<file path="src/rtl/dpa_time_keeper_if.sv">
// Load/pause controls and time outputs of the real-time clock stage.
// The slave modport is the time keeper; the master is its driver/observer.
interface dpa_time_keeper_if;
    logic        load_en;
    logic [23:0] load_time;
    logic        pause;
    logic [23:0] curr_time;
    logic        sec_tick;
    logic [5:0]  digit_chg;
    logic        day_wrap;
    logic        time_valid;
    logic        load_err;

    modport slave (
        input  load_en, load_time, pause,
        output curr_time, sec_tick, digit_chg, day_wrap, time_valid, load_err
    );

    modport master (
        output load_en, load_time, pause,
        input  curr_time, sec_tick, digit_chg, day_wrap, time_valid, load_err
    );
endinterface

</file>
<file path="src/rtl/dpa_time_keeper.sv">
// BCD hh:mm:ss real-time clock advanced once per TICK_CYCLES clocks, with
// software load, pause and per-digit change flags.
//   state | meaning
//   UNSET | no valid time loaded yet, prescaler held at 0
//   RUN   | prescaler counting, time advances on terminal count
//   PAUSE | prescaler frozen, no ticks
module dpa_time_keeper #(
    parameter int TICK_CYCLES = 1000000,
    parameter int PS_W        = 20
) (
    input  logic                 clk,
    input  logic                 reset,
    dpa_time_keeper_if.slave     tk
);
    typedef enum logic [1:0] {UNSET, RUN, PAUSE} state_t;

    localparam logic [PS_W-1:0] PS_LAST = PS_W'(TICK_CYCLES - 1);

    state_t          state_q, state_d;
    logic [PS_W-1:0] ps_q, ps_d;
    logic [23:0]     time_q, time_d;
    logic            tick_q, tick_d;
    logic [5:0]      chg_q, chg_d;
    logic            wrap_q, wrap_d;
    logic            valid_q, valid_d;
    logic            err_q, err_d;
    logic [23:0]     time_inc;

    function automatic logic bcd_ok(input logic [23:0] t);
        logic ok;
        ok = 1'b1;
        for (int i = 0; i < 6; i++)
            if (t[4*i +: 4] > 4'd9) ok = 1'b0;
        if (t[7:0] > 8'h59 || t[15:8] > 8'h59 || t[23:16] > 8'h23) ok = 1'b0;
        return ok;
    endfunction

    // One-second BCD increment; each digit rolls only when all lower digits roll.
    function automatic logic [23:0] bcd_inc(input logic [23:0] t);
        logic [23:0] n;
        n = t;
        if (t[3:0] != 4'd9) n[3:0] = t[3:0] + 4'd1;
        else begin
            n[3:0] = 4'd0;
            if (t[7:4] != 4'd5) n[7:4] = t[7:4] + 4'd1;
            else begin
                n[7:4] = 4'd0;
                if (t[11:8] != 4'd9) n[11:8] = t[11:8] + 4'd1;
                else begin
                    n[11:8] = 4'd0;
                    if (t[15:12] != 4'd5) n[15:12] = t[15:12] + 4'd1;
                    else begin
                        n[15:12] = 4'd0;
                        if (t[23:16] == 8'h23) n[23:16] = 8'h00;
                        else if (t[19:16] == 4'd9) begin
                            n[19:16] = 4'd0;
                            n[23:20] = t[23:20] + 4'd1;
                        end else n[19:16] = t[19:16] + 4'd1;
                    end
                end
            end
        end
        return n;
    endfunction

    assign time_inc = bcd_inc(time_q);

    always_ff @(posedge clk) begin
        if (reset) begin
            state_q <= UNSET;
            ps_q    <= '0;
            time_q  <= '0;
            tick_q  <= 1'b0;
            chg_q   <= '0;
            wrap_q  <= 1'b0;
            valid_q <= 1'b0;
            err_q   <= 1'b0;
        end else begin
            state_q <= state_d;
            ps_q    <= ps_d;
            time_q  <= time_d;
            tick_q  <= tick_d;
            chg_q   <= chg_d;
            wrap_q  <= wrap_d;
            valid_q <= valid_d;
            err_q   <= err_d;
        end
    end

    always_comb begin
        state_d = state_q;
        ps_d    = ps_q;
        time_d  = time_q;
        tick_d  = 1'b0;
        chg_d   = '0;
        wrap_d  = 1'b0;
        valid_d = valid_q;
        err_d   = err_q;
        if (tk.load_en) begin
            // A load pre-empts any tick due this cycle.
            if (bcd_ok(tk.load_time)) begin
                time_d  = tk.load_time;
                ps_d    = '0;
                valid_d = 1'b1;
                err_d   = 1'b0;
                chg_d   = 6'h3F;
                state_d = tk.pause ? PAUSE : RUN;
            end else begin
                err_d = 1'b1;
            end
        end else begin
            unique case (state_q)
                UNSET: ps_d = '0;
                RUN: begin
                    if (ps_q == PS_LAST) begin
                        ps_d   = '0;
                        time_d = time_inc;
                        tick_d = 1'b1;
                        wrap_d = (time_inc == 24'h0);
                        for (int i = 0; i < 6; i++)
                            chg_d[i] = (time_inc[4*i +: 4] != time_q[4*i +: 4]);
                    end else begin
                        ps_d = ps_q + 1'b1;
                    end
                    if (tk.pause) state_d = PAUSE;
                end
                PAUSE: if (!tk.pause) state_d = RUN;
                default: state_d = UNSET;
            endcase
        end
    end

    assign tk.curr_time  = time_q;
    assign tk.sec_tick   = tick_q;
    assign tk.digit_chg  = chg_q;
    assign tk.day_wrap   = wrap_q;
    assign tk.time_valid = valid_q;
    assign tk.load_err   = err_q;
endmodule
</file>
<file path="src/flat_wrapper.sv">
// flat-port wrapper written by rule: the top's interface ports become plain ports
module dpa_time_keeper_flat 
#(
    parameter int TICK_CYCLES = 1000000,
    parameter int PS_W        = 20
)
  (clk, reset, tk_load_en, tk_load_time, tk_pause, tk_curr_time, tk_sec_tick, tk_digit_chg, tk_day_wrap, tk_time_valid, tk_load_err);
  dpa_time_keeper_if tk_i ();
  input  logic clk;
  input  logic reset;
  input wire logic [$bits(tk_i.load_en)-1:0] tk_load_en;
  input wire logic [$bits(tk_i.load_time)-1:0] tk_load_time;
  input wire logic [$bits(tk_i.pause)-1:0] tk_pause;
  output wire logic [$bits(tk_i.curr_time)-1:0] tk_curr_time;
  output wire logic [$bits(tk_i.sec_tick)-1:0] tk_sec_tick;
  output wire logic [$bits(tk_i.digit_chg)-1:0] tk_digit_chg;
  output wire logic [$bits(tk_i.day_wrap)-1:0] tk_day_wrap;
  output wire logic [$bits(tk_i.time_valid)-1:0] tk_time_valid;
  output wire logic [$bits(tk_i.load_err)-1:0] tk_load_err;
  assign tk_i.load_en = tk_load_en;
  assign tk_i.load_time = tk_load_time;
  assign tk_i.pause = tk_pause;
  assign tk_curr_time = tk_i.curr_time;
  assign tk_sec_tick = tk_i.sec_tick;
  assign tk_digit_chg = tk_i.digit_chg;
  assign tk_day_wrap = tk_i.day_wrap;
  assign tk_time_valid = tk_i.time_valid;
  assign tk_load_err = tk_i.load_err;
  dpa_time_keeper #(.TICK_CYCLES(TICK_CYCLES), .PS_W(PS_W)) u_core (.clk(clk), .reset(reset), .tk(tk_i));
endmodule
</file>
<file path="config.mk">
export PLATFORM = sky130hd
export DESIGN_NAME = dpa_time_keeper_flat
export DESIGN_NICKNAME = d
export VERILOG_FILES = /design/src/rtl/dpa_time_keeper_if.sv /design/src/rtl/dpa_time_keeper.sv /design/src/flat_wrapper.sv
export SDC_FILE = /design/constraint.sdc
export NUM_CORES = 1
export LEC_CHECK = 0
export BUFFER_PORTS_ARGS = -buffer_cell sky130_fd_sc_hd__buf_2
export CAP_MARGIN = 20
export CORE_AREA = 2 2 115 61
export CTS_CLUSTER_DIAMETER = 50
export DETAILED_ROUTE_END_ITERATION = 6
export DIE_AREA = 0 0 117 63
export PLACE_DENSITY = 0.78
export SYNTH_ARGS = -nofsm -noshare
export SYNTH_HDL_FRONTEND = slang
export SYNTH_SLANG_ARGS = --single-unit
</file>
<file path="constraint.sdc">
create_clock -name clk -period 3.1 [get_ports clk]
set_clock_uncertainty 0.05 [all_clocks]
set_input_delay 0.62 -clock clk [delete_from_list [all_inputs] [get_ports clk]]
set_output_delay 0.62 -clock clk [all_outputs]
set_load 0.01 [all_outputs]
</file>
Word-level counts from Yosys, hierarchy flattened
Cells that the tools add are included.
- add/subtract/negate cells: 7
- multipliers: 0
- divide/modulo/power cells: 0
- $lt $le $gt $ge: 9
- equal/unequal tests: 19
- shifts and indexed selects: 0
- multiplexer cells: 39
- bitwise logic cells: 2
- reduce and logical (&&, ||, !) cells: 13
- operators with widths (operator ; number):
    $mux W24 ; 4
    $mux W20 ; 4
    $pmux W20 S2 ; 1
    $add A4 B1 Y4 const B ; 6
    $gt A4 B4 Y1 const B ; 6
    $logic_not A24 Y1 ; 1
    $mux W4 ; 6
    $mux W6 ; 4
    $ne A4 B4 Y1 ; 6
    $add A20 B1 Y20 const B ; 1
    $eq A20 B20 Y1 const B ; 1
    $gt A8 B7 Y1 const B ; 2
    $mux W16 ; 1
    $mux W8 ; 2
    $mux W12 ; 1
    $mux W1 ; 10
    $mux W2 ; 5
    $eq A8 B6 Y1 const B ; 1
    $gt A8 B6 Y1 const B ; 1
    $ne A4 B3 Y1 const B ; 2
    $ne A4 B4 Y1 const B ; 2
    $ne A3 B3 Y1 const B ; 2
    $pmux W2 S3 ; 1
    $eq A4 B4 Y1 const B ; 1
    14 further kinds ; 18
- register bits: 56
- latch bits: 0
- bits in writable memories: 0
- memory bits (read-only): 0
- input port bits: 28
- logic and storage cells: 97
- memories: 0

Logic depth before layout (Yosys ltp)
Gate-level depths: netlist of run 1.
- depth in word-level cells: 11
- mapped depth: 9
- gate-level depth less buffers: 8

Least setup slack after synthesis of run 1
Ideal clock, no wire load.
- path kind: input to register
- from: input tk_load_time[13]
- to: register u_core.time_q[19] (netlist: u_core.tk.curr_time[19])
- arrival time: 2.207 ns
- data required time: 2.979 ns
- slack: 0.772 ns
- stages on the path: 7
- cells stage by stage: a211o_1 > or4_1 > clkbuf_1 > nand2_1 > buf_2 > o211ai_1 > a21oi_1
- word-level cells in the longest chain between the ends: 8
- elaborated cells between the ends (all ways): 11
- classes of those cells: 2 x order compare; 1 x eq/ne; 5 x mux; 3 x reduce/logical
- RTL lines (item ; line ; RTL):
    from (decl) ; flat_wrapper.sv:12 ; input wire logic [$bits(tk_i.load_time)-1:0] tk_load_time;
    $gt A4 B4 Y1 ; dpa_time_keeper.sv:33 ; if (t[4*i +: 4] > 4'd9) ok = 1'b0;
    $mux W1 (3 in series) ; dpa_time_keeper.sv:33 ;
    $mux W1 * ; dpa_time_keeper.sv:34 ; if (t[7:0] > 8'h59 || t[15:8] > 8'h59 || t[23:16] > 8'h23) ok = 1'b0;
    $mux W1 * ; dpa_time_keeper.sv:99 ; if (tk.load_en) begin
    $ne A2 B1 Y1 (no source line) * ; n/a ;
    $reduce_and A3 Y1 (no source line) * ; n/a ;
    to (signal assigned) ; dpa_time_keeper.sv:81 ; time_q <= time_d;
    to (decl) ; dpa_time_keeper.sv:21 ; logic [23:0] time_q, time_d;
Every way passes the cells marked *; elsewhere a longest branch is shown, timed or not. The select of a mux whose other input is x is not followed.
A chain may end at the register's enable or synchronous reset.

Final worst setup path of run 1
- from: register u_core.ps_q[7]
- to: register u_core.time_q[12] (netlist: u_core.tk.curr_time[12])
- word-level cells in the longest chain between the ends: 3
- RTL lines (item ; line ; RTL):
    from (decl) ; dpa_time_keeper.sv:20 ; logic [PS_W-1:0] ps_q, ps_d;
    from (signal assigned) ; dpa_time_keeper.sv:80 ; ps_q <= ps_d;
    $eq A20 B20 Y1 ; dpa_time_keeper.sv:115 ; if (ps_q == PS_LAST) begin
    $reduce_bool A2 Y1 (no source line) ; n/a ;
    $reduce_and A3 Y1 (no source line) ; n/a ;
Every way passes these cells.

==> impl_metrics.ini, run 1 <==
[placed_design]
place_inst = 576
dpl_worst_slack_ps = 435
dp_hpwl_um = 7470
gp_congestion = 0.967
port_buffers = 61

[global_routing]
grt.overflow.total = 0
grt_pass1_wl_um = 16400
grt_pass1_vias = 3126
grt_usage_pct = 28.3
antenna_found_initial = 0
grt_max_degree = 39

[die]
fp.dieArea_sq_um = 7370
start_util_pct = 53.5
num_io_pins = 62
die_y_um = 63
core-area_sq_um = 6440
dieWidth_um = 117
rows = 21

[pwr]
p_seq_share_pct = 51.9
cellLeakagePower_uw = 0.00150
p_switching_uw = 340
pwr_density_cell_nw_per_um2 = 351
ir_drop_uv = 229
intPower_uw = 1050
comb_power_share_pct = 6.2
pwr-share-clk_pct = 41.9
p_sw_share_pct = 24.4

[logic_synthesis]
yosysUniqueCellTypes = 62
synth.net_count = 477
ys_seq_elements = 56
synth_xor_area_share_pct = 4.32
synth_compound_area_share_pct = 21.3
synthArstFlopShare_pct = 0
yosys-top-cells-count = 56 x dfxtp_1, 45 x nor2_1, 41 x nand2_1
synth-edff-count = 0
synth_ff_type = dfxtp_1
ys_seq_area_share_pct = 32.6
synth_top_area_cell = dfxtp_1
synthMuxAreaShare_pct = 1.45
synth_most_common_cell = dfxtp_1
synth_top_family_by_area = simple AND/OR/NAND/NOR gates
synthSimpleGateAreaFrac_pct = 33.3
synth_top_area_share_pct = 32.6
synth_warnings = 0
synthTopCellsByArea = dfxtp_1 33%, a21oi_1 5.4%, nor2_1 4.9%
synth.avg_cell_area_sq_um = 7.76
syn-cell-area_sq_um = 3440
synth_adder_area_share_pct = 1.82
synth_cells = 444

[timing]
finalSetupViolations = 0
fin_crit_ps = 2640
fmax_mhz = 379
drv_slew = 0
worst_slack_ps = 462
worst_pin_slew_ps = 758
hold_violations = 0
grt_setup_unrepaired = false
finalSetupTns_ps = 0
hold-worst-slack_ps = 416
maxSlewHeadroom_pct = 49.5
min_period_over_period_pct = 85.1

[drt]
drtAntennaViolNets = 0
top_layer = met4
dr_wl_met3_um = 1280
post_drt_wl_per_cell_um = 17.7
drt-pass1-iter-count = 5
dr_wl_met2_um = 3920
via_per_inst = 6.22
drc = 0
vias = 3635
routed_wl_um = 10300
drt-met1-wl_um = 5080
drtIter0Drc = 395

[cts]
postCtsSetupRepairBufs = 0
cts_tree = yes
clk_latency_ps = 300
ctsHoldBuffers = 0
cts.sinks = 56
clk_path_buf_depth = 2
numCtsBuffers = 5
cts_root_buf = clkbuf_16
cts_resized = 0
htree_levels = 2
path_clk_slew_ps = 80

[setup_path]
critical_path_buf_inv_count = 1
start_kind = flip-flop
ff2ff_setup_slack_ps = 460
cpLargestDelayFamily = simple AND/OR/NAND/NOR gates
crit_slowest_cell = or4b_4
required_ps = 3270
r2r_cells = 7
cpPeakStageDelay_ps = 570
critical_path.endpoint_type = flip-flop
crit_arrival_ps = 2810
worstSetupPathType = flip-flop to flip-flop
path_cells = or4b_4 -> nor4_4 -> and3_1 -> nor2_2 -> buf_4 -> or4_1 -> a31oi_1
cp.depth = 7
path_max_fanout = 10

[outcome]
status = complete, no violations

[layout]
syn_to_final_growth_pct = 15.4
nFillCells = 555
layoutNonFillerInstCount = 584
drive_gt1_share_pct = 19.5
nets = 524
fin_util_pct = 61.7
diodes = 0

[hold_path]
hp-class = flip-flop to flip-flop
holdPathStages = 2

[job]
drv_cap = 0
==> worst reg2reg max path: stages (launching register included) <==
cell and delay, ps:
dfxtp_1 350, or4b_4 570, nor4_4 270, and3_1 420, nor2_2 70, buf_4 180, or4_1 480, a31oi_1 180
==> power groups by stage <==
stage / registers (uW) / logic [uW] / clock network, uW
global route: 724 / 92.9 / 619
global placement: 740 / 83.0 / 0
floorplan: 740 / 43.8 / 0
detailed placement: 741 / 84.0 / 0
CTS: 724 / 84.5 / 583
finish: 724 / 86.9 / 584
==> kinds of logic after synthesis <==
logic type | count (synthesis)
AO/OA/AOI/OAI | 114
XOR/XNOR | 17
adder cells (fa/ha/maj) | 5
buffers and inverters | 45
flip-flops | 56
multiplexers | 5
AND/OR/NAND/NOR | 202
==> through the flow <==
| stage | total power [uW] | area [sq um] |
|---|---|---|
| after floorplan | 784 | 3440 |
| after global placement | 823 | 3830 |
| after detailed placement | 825 | 3830 |
| after CTS | 1390 | 3970 |
| after global routing | 1440 | 3970 |
| final | 1390 | 3970 |
==> cells in the final DEF, fill, tap and decap left out, drive strengths merged, types with 8 or more instances in the layout <==
cell type  count
a21oi         37
nand4         15
nand3         21
o211ai        10
and3          12
buf           74
a31oi          8
o21ai         21
a211oi         8
nor4           8
inv           12
nand2         42
nor2          46
dfxtp         56
xor2          16
nor3           9
==> final cells by class <==
cell class | instances | area [sq um] | share of cell area, %
multi-input combinational | 343 | 2150 | 54.1
tap | 92 | 115 | 2.90
clock inverter | 2 | 13.8 | 0.346
inverter | 11 | 41.3 | 1.04
timing repair buffer | 74 | 403 | 10.1
sequential | 56 | 1120 | 28.2
clock buffer | 6 | 129 | 3.24
==> sequential cells by signal, summed over array words and instances, names as in the netlist <==
name                  count
u_core.tk.digit_chg       6
u_core.tk.sec_tick        1
u_core.tk.load_err        1
u_core.ps_q              20
u_core.tk.curr_time      24
u_core.state_q            2
u_core.tk.time_valid      1
u_core.tk.day_wrap        1
==> final timing paths <==
path                                     startpoint                                    to
setup / recovery        u_core.ps_q[7]$_SDFFE_PP0P_  u_core.tk.curr_time[12]$_SDFFE_PP0P_
hold / removal    u_core.tk.time_valid$_SDFFE_PP0P_     u_core.tk.time_valid$_SDFFE_PP0P_
hold reg to reg   u_core.tk.time_valid$_SDFFE_PP0P_     u_core.tk.time_valid$_SDFFE_PP0P_
setup reg to reg        u_core.ps_q[7]$_SDFFE_PP0P_  u_core.tk.curr_time[12]$_SDFFE_PP0P_
==> per-layer routing <==
layer	vias up	global-route usage, %
met3	6	8.73
met1	1680	46.2
li1	1731	-
met4	0	4.26
met2	218	35.8
met5	-	0
(Power assumes the default switching activity.)
==> run 2, diff against run 1 <==
--- a/config.mk
+++ b/config.mk
@@ -7,10 +7,12 @@
 export LEC_CHECK = 0
 export BUFFER_PORTS_ARGS = -buffer_cell sky130_fd_sc_hd__buf_2
 export CAP_MARGIN = 20
-export CORE_AREA = 2 2 115 61
+export CELL_PAD_IN_SITES_DETAIL_PLACEMENT = 1
+export CELL_PAD_IN_SITES_GLOBAL_PLACEMENT = 2
+export CORE_AREA = 2 2 150 79
 export CTS_CLUSTER_DIAMETER = 50
 export DETAILED_ROUTE_END_ITERATION = 6
-export DIE_AREA = 0 0 117 63
+export DIE_AREA = 0 0 152 81
 export PLACE_DENSITY = 0.78
 export SYNTH_ARGS = -nofsm -noshare
 export SYNTH_HDL_FRONTEND = slang
==> impl_metrics.ini, run 2 (synthesized netlist as in run 1, its figures left out) <==
[outcome]
status = complete, no violations

[layout]
fin_area_sq_um = 4080
diodes = 0
multi_input_area_sq_um = 2150
nFillCells = 1393
nets = 526
final_common_cell = buf_2
largest_reg_flops = 24
final_cell_mix = 61 x buf_2, 56 x dfxtp_1, 45 x nor2_1, 41 x nand2_1, 37 x a21oi_1
syn_to_final_growth_pct = 18.6
regArea_sq_um = 1120
drive_gt1_share_pct = 19.9

[die]
rows = 28
fp.dieArea_sq_um = 12300
core-area_sq_um = 11200
start_util_pct = 30.6
num_io_pins = 62
die_y_um = 81
dieWidth_um = 152

[cts]
path_clk_slew_ps = 80
cts_root_buf = clkbuf_16
clk_latency_ps = 300
cts.sinks = 56
cts_resized = 0
htree_levels = 2
postCtsSetupRepairBufs = 0
numCtsBuffers = 5
ctsHoldBuffers = 0
cts_tree = yes
clk_path_buf_depth = 2

[timing]
finalSetupTns_ps = 0
fmax_mhz = 368
grt_setup_unrepaired = false
min_period_over_period_pct = 87.6
worst_slack_ps = 383
fin_crit_ps = 2720
worst_pin_slew_ps = 797
hold_violations = 0
maxSlewHeadroom_pct = 46.9
finalSetupViolations = 0
drv_slew = 0

[drt]
routed_wl_um = 12700
drc = 0
vias = 3636
drtAntennaViolNets = 0
drtIter0Drc = 207
drt-pass1-iter-count = 5
post_drt_wl_per_cell_um = 19.7
via_per_inst = 5.65

[placed_design]
dpl_worst_slack_ps = 249
gp_congestion = 0.806
dpl-instance-area_sq_um = 3930
dp_hpwl_um = 9480
port_buffers = 61

[job]
drv_cap = 0

[setup_path]
worstSetupPathType = flip-flop to flip-flop
path_max_fanout = 11
reg2reg_to = u_core.tk.day_wrap$_SDFF_PP0_
crit_arrival_ps = 2870
crit_start = u_core.tk.curr_time[11]$_SDFFE_PP0P_
crit_end = u_core.tk.day_wrap$_SDFF_PP0_
r2r_cells = 6
r2r_start = u_core.tk.curr_time[11]$_SDFFE_PP0P_
ff2ff_setup_slack_ps = 380
required_ps = 3250
start_kind = flip-flop
critical_path.endpoint_type = flip-flop

[pwr]
pwr_density_cell_nw_per_um2 = 352
ir_drop_uv = 201
cellLeakagePower_uw = 0.00151

[hold_path]
hp-class = flip-flop to flip-flop
hp-start = u_core.tk.time_valid$_SDFFE_PP0P_

[global_routing]
grt_pass1_wl_um = 20000
grt.overflow.total = 0
antenna_found_initial = 0
grt_pass1_vias = 3595
grt_usage_pct = 20.7
grt_max_degree = 39
[run 2: cell count changes in the layout (fill, tap and decap cells not counted), sizes merged]
cell | before | now
buf | 74 | 76
clkbuf | 6 | 7
clkinv | 1 | 0
inv | 12 | 11
[run 2: power by group]
group	internal [uW]	switching [uW]
Sequential	721	2.72
Combinational	32.2	58.5
Clock	341	281
[run 2: area by class of cell]
| cell class | instances | area share (%) |
|---|---|---|
| repair buffers | 76 | 10.5 |
| clock buffers | 7 | 3.74 |
| inverters | 11 | 1.01 |
| flip-flops and latches | 56 | 27.5 |
| well taps | 150 | 4.60 |
| multi-input cells | 343 | 52.7 |
[run 2: worst min path at each step]
stage,to,cells past startpoint
3_5_place_dp,u_core.tk.time_valid$_SDFFE_PP0P_,2
3_3_place_gp,u_core.tk.time_valid$_SDFFE_PP0P_,2
6_report,u_core.tk.time_valid$_SDFFE_PP0P_,2
5_1_grt,u_core.tk.time_valid$_SDFFE_PP0P_,2
4_1_cts,u_core.tk.time_valid$_SDFFE_PP0P_,2
2_1_floorplan,u_core.ps_q[19]$_SDFFE_PP0P_,2
[run 2: routing by layer]
metal	global-route usage, %	routed length, um
met1	31.3	6710
met2	30.7	5120
met4	3.55	135
met3	3.79	686
met5	0	0
[run 2: metrics by stage]
stage	utilization [%]	hold WS, ps	total power (uW)	cells
after floorplan	-	402	784	444
after global placement	35.0	397	828	636
after detailed placement	35.0	425	831	636
after CTS	36.3	442	1450	643
after global routing	36.3	468	1480	643
final	36.3	426	1440	643
[run 2: worst max-delay path: stages (launching register included)]
cell and delay (ps):
dfxtp_1 550, or4b_4 530, nor4_4 580, nand2_2 210
o21ai_1 220, nand4_1 130, nor4_1 330
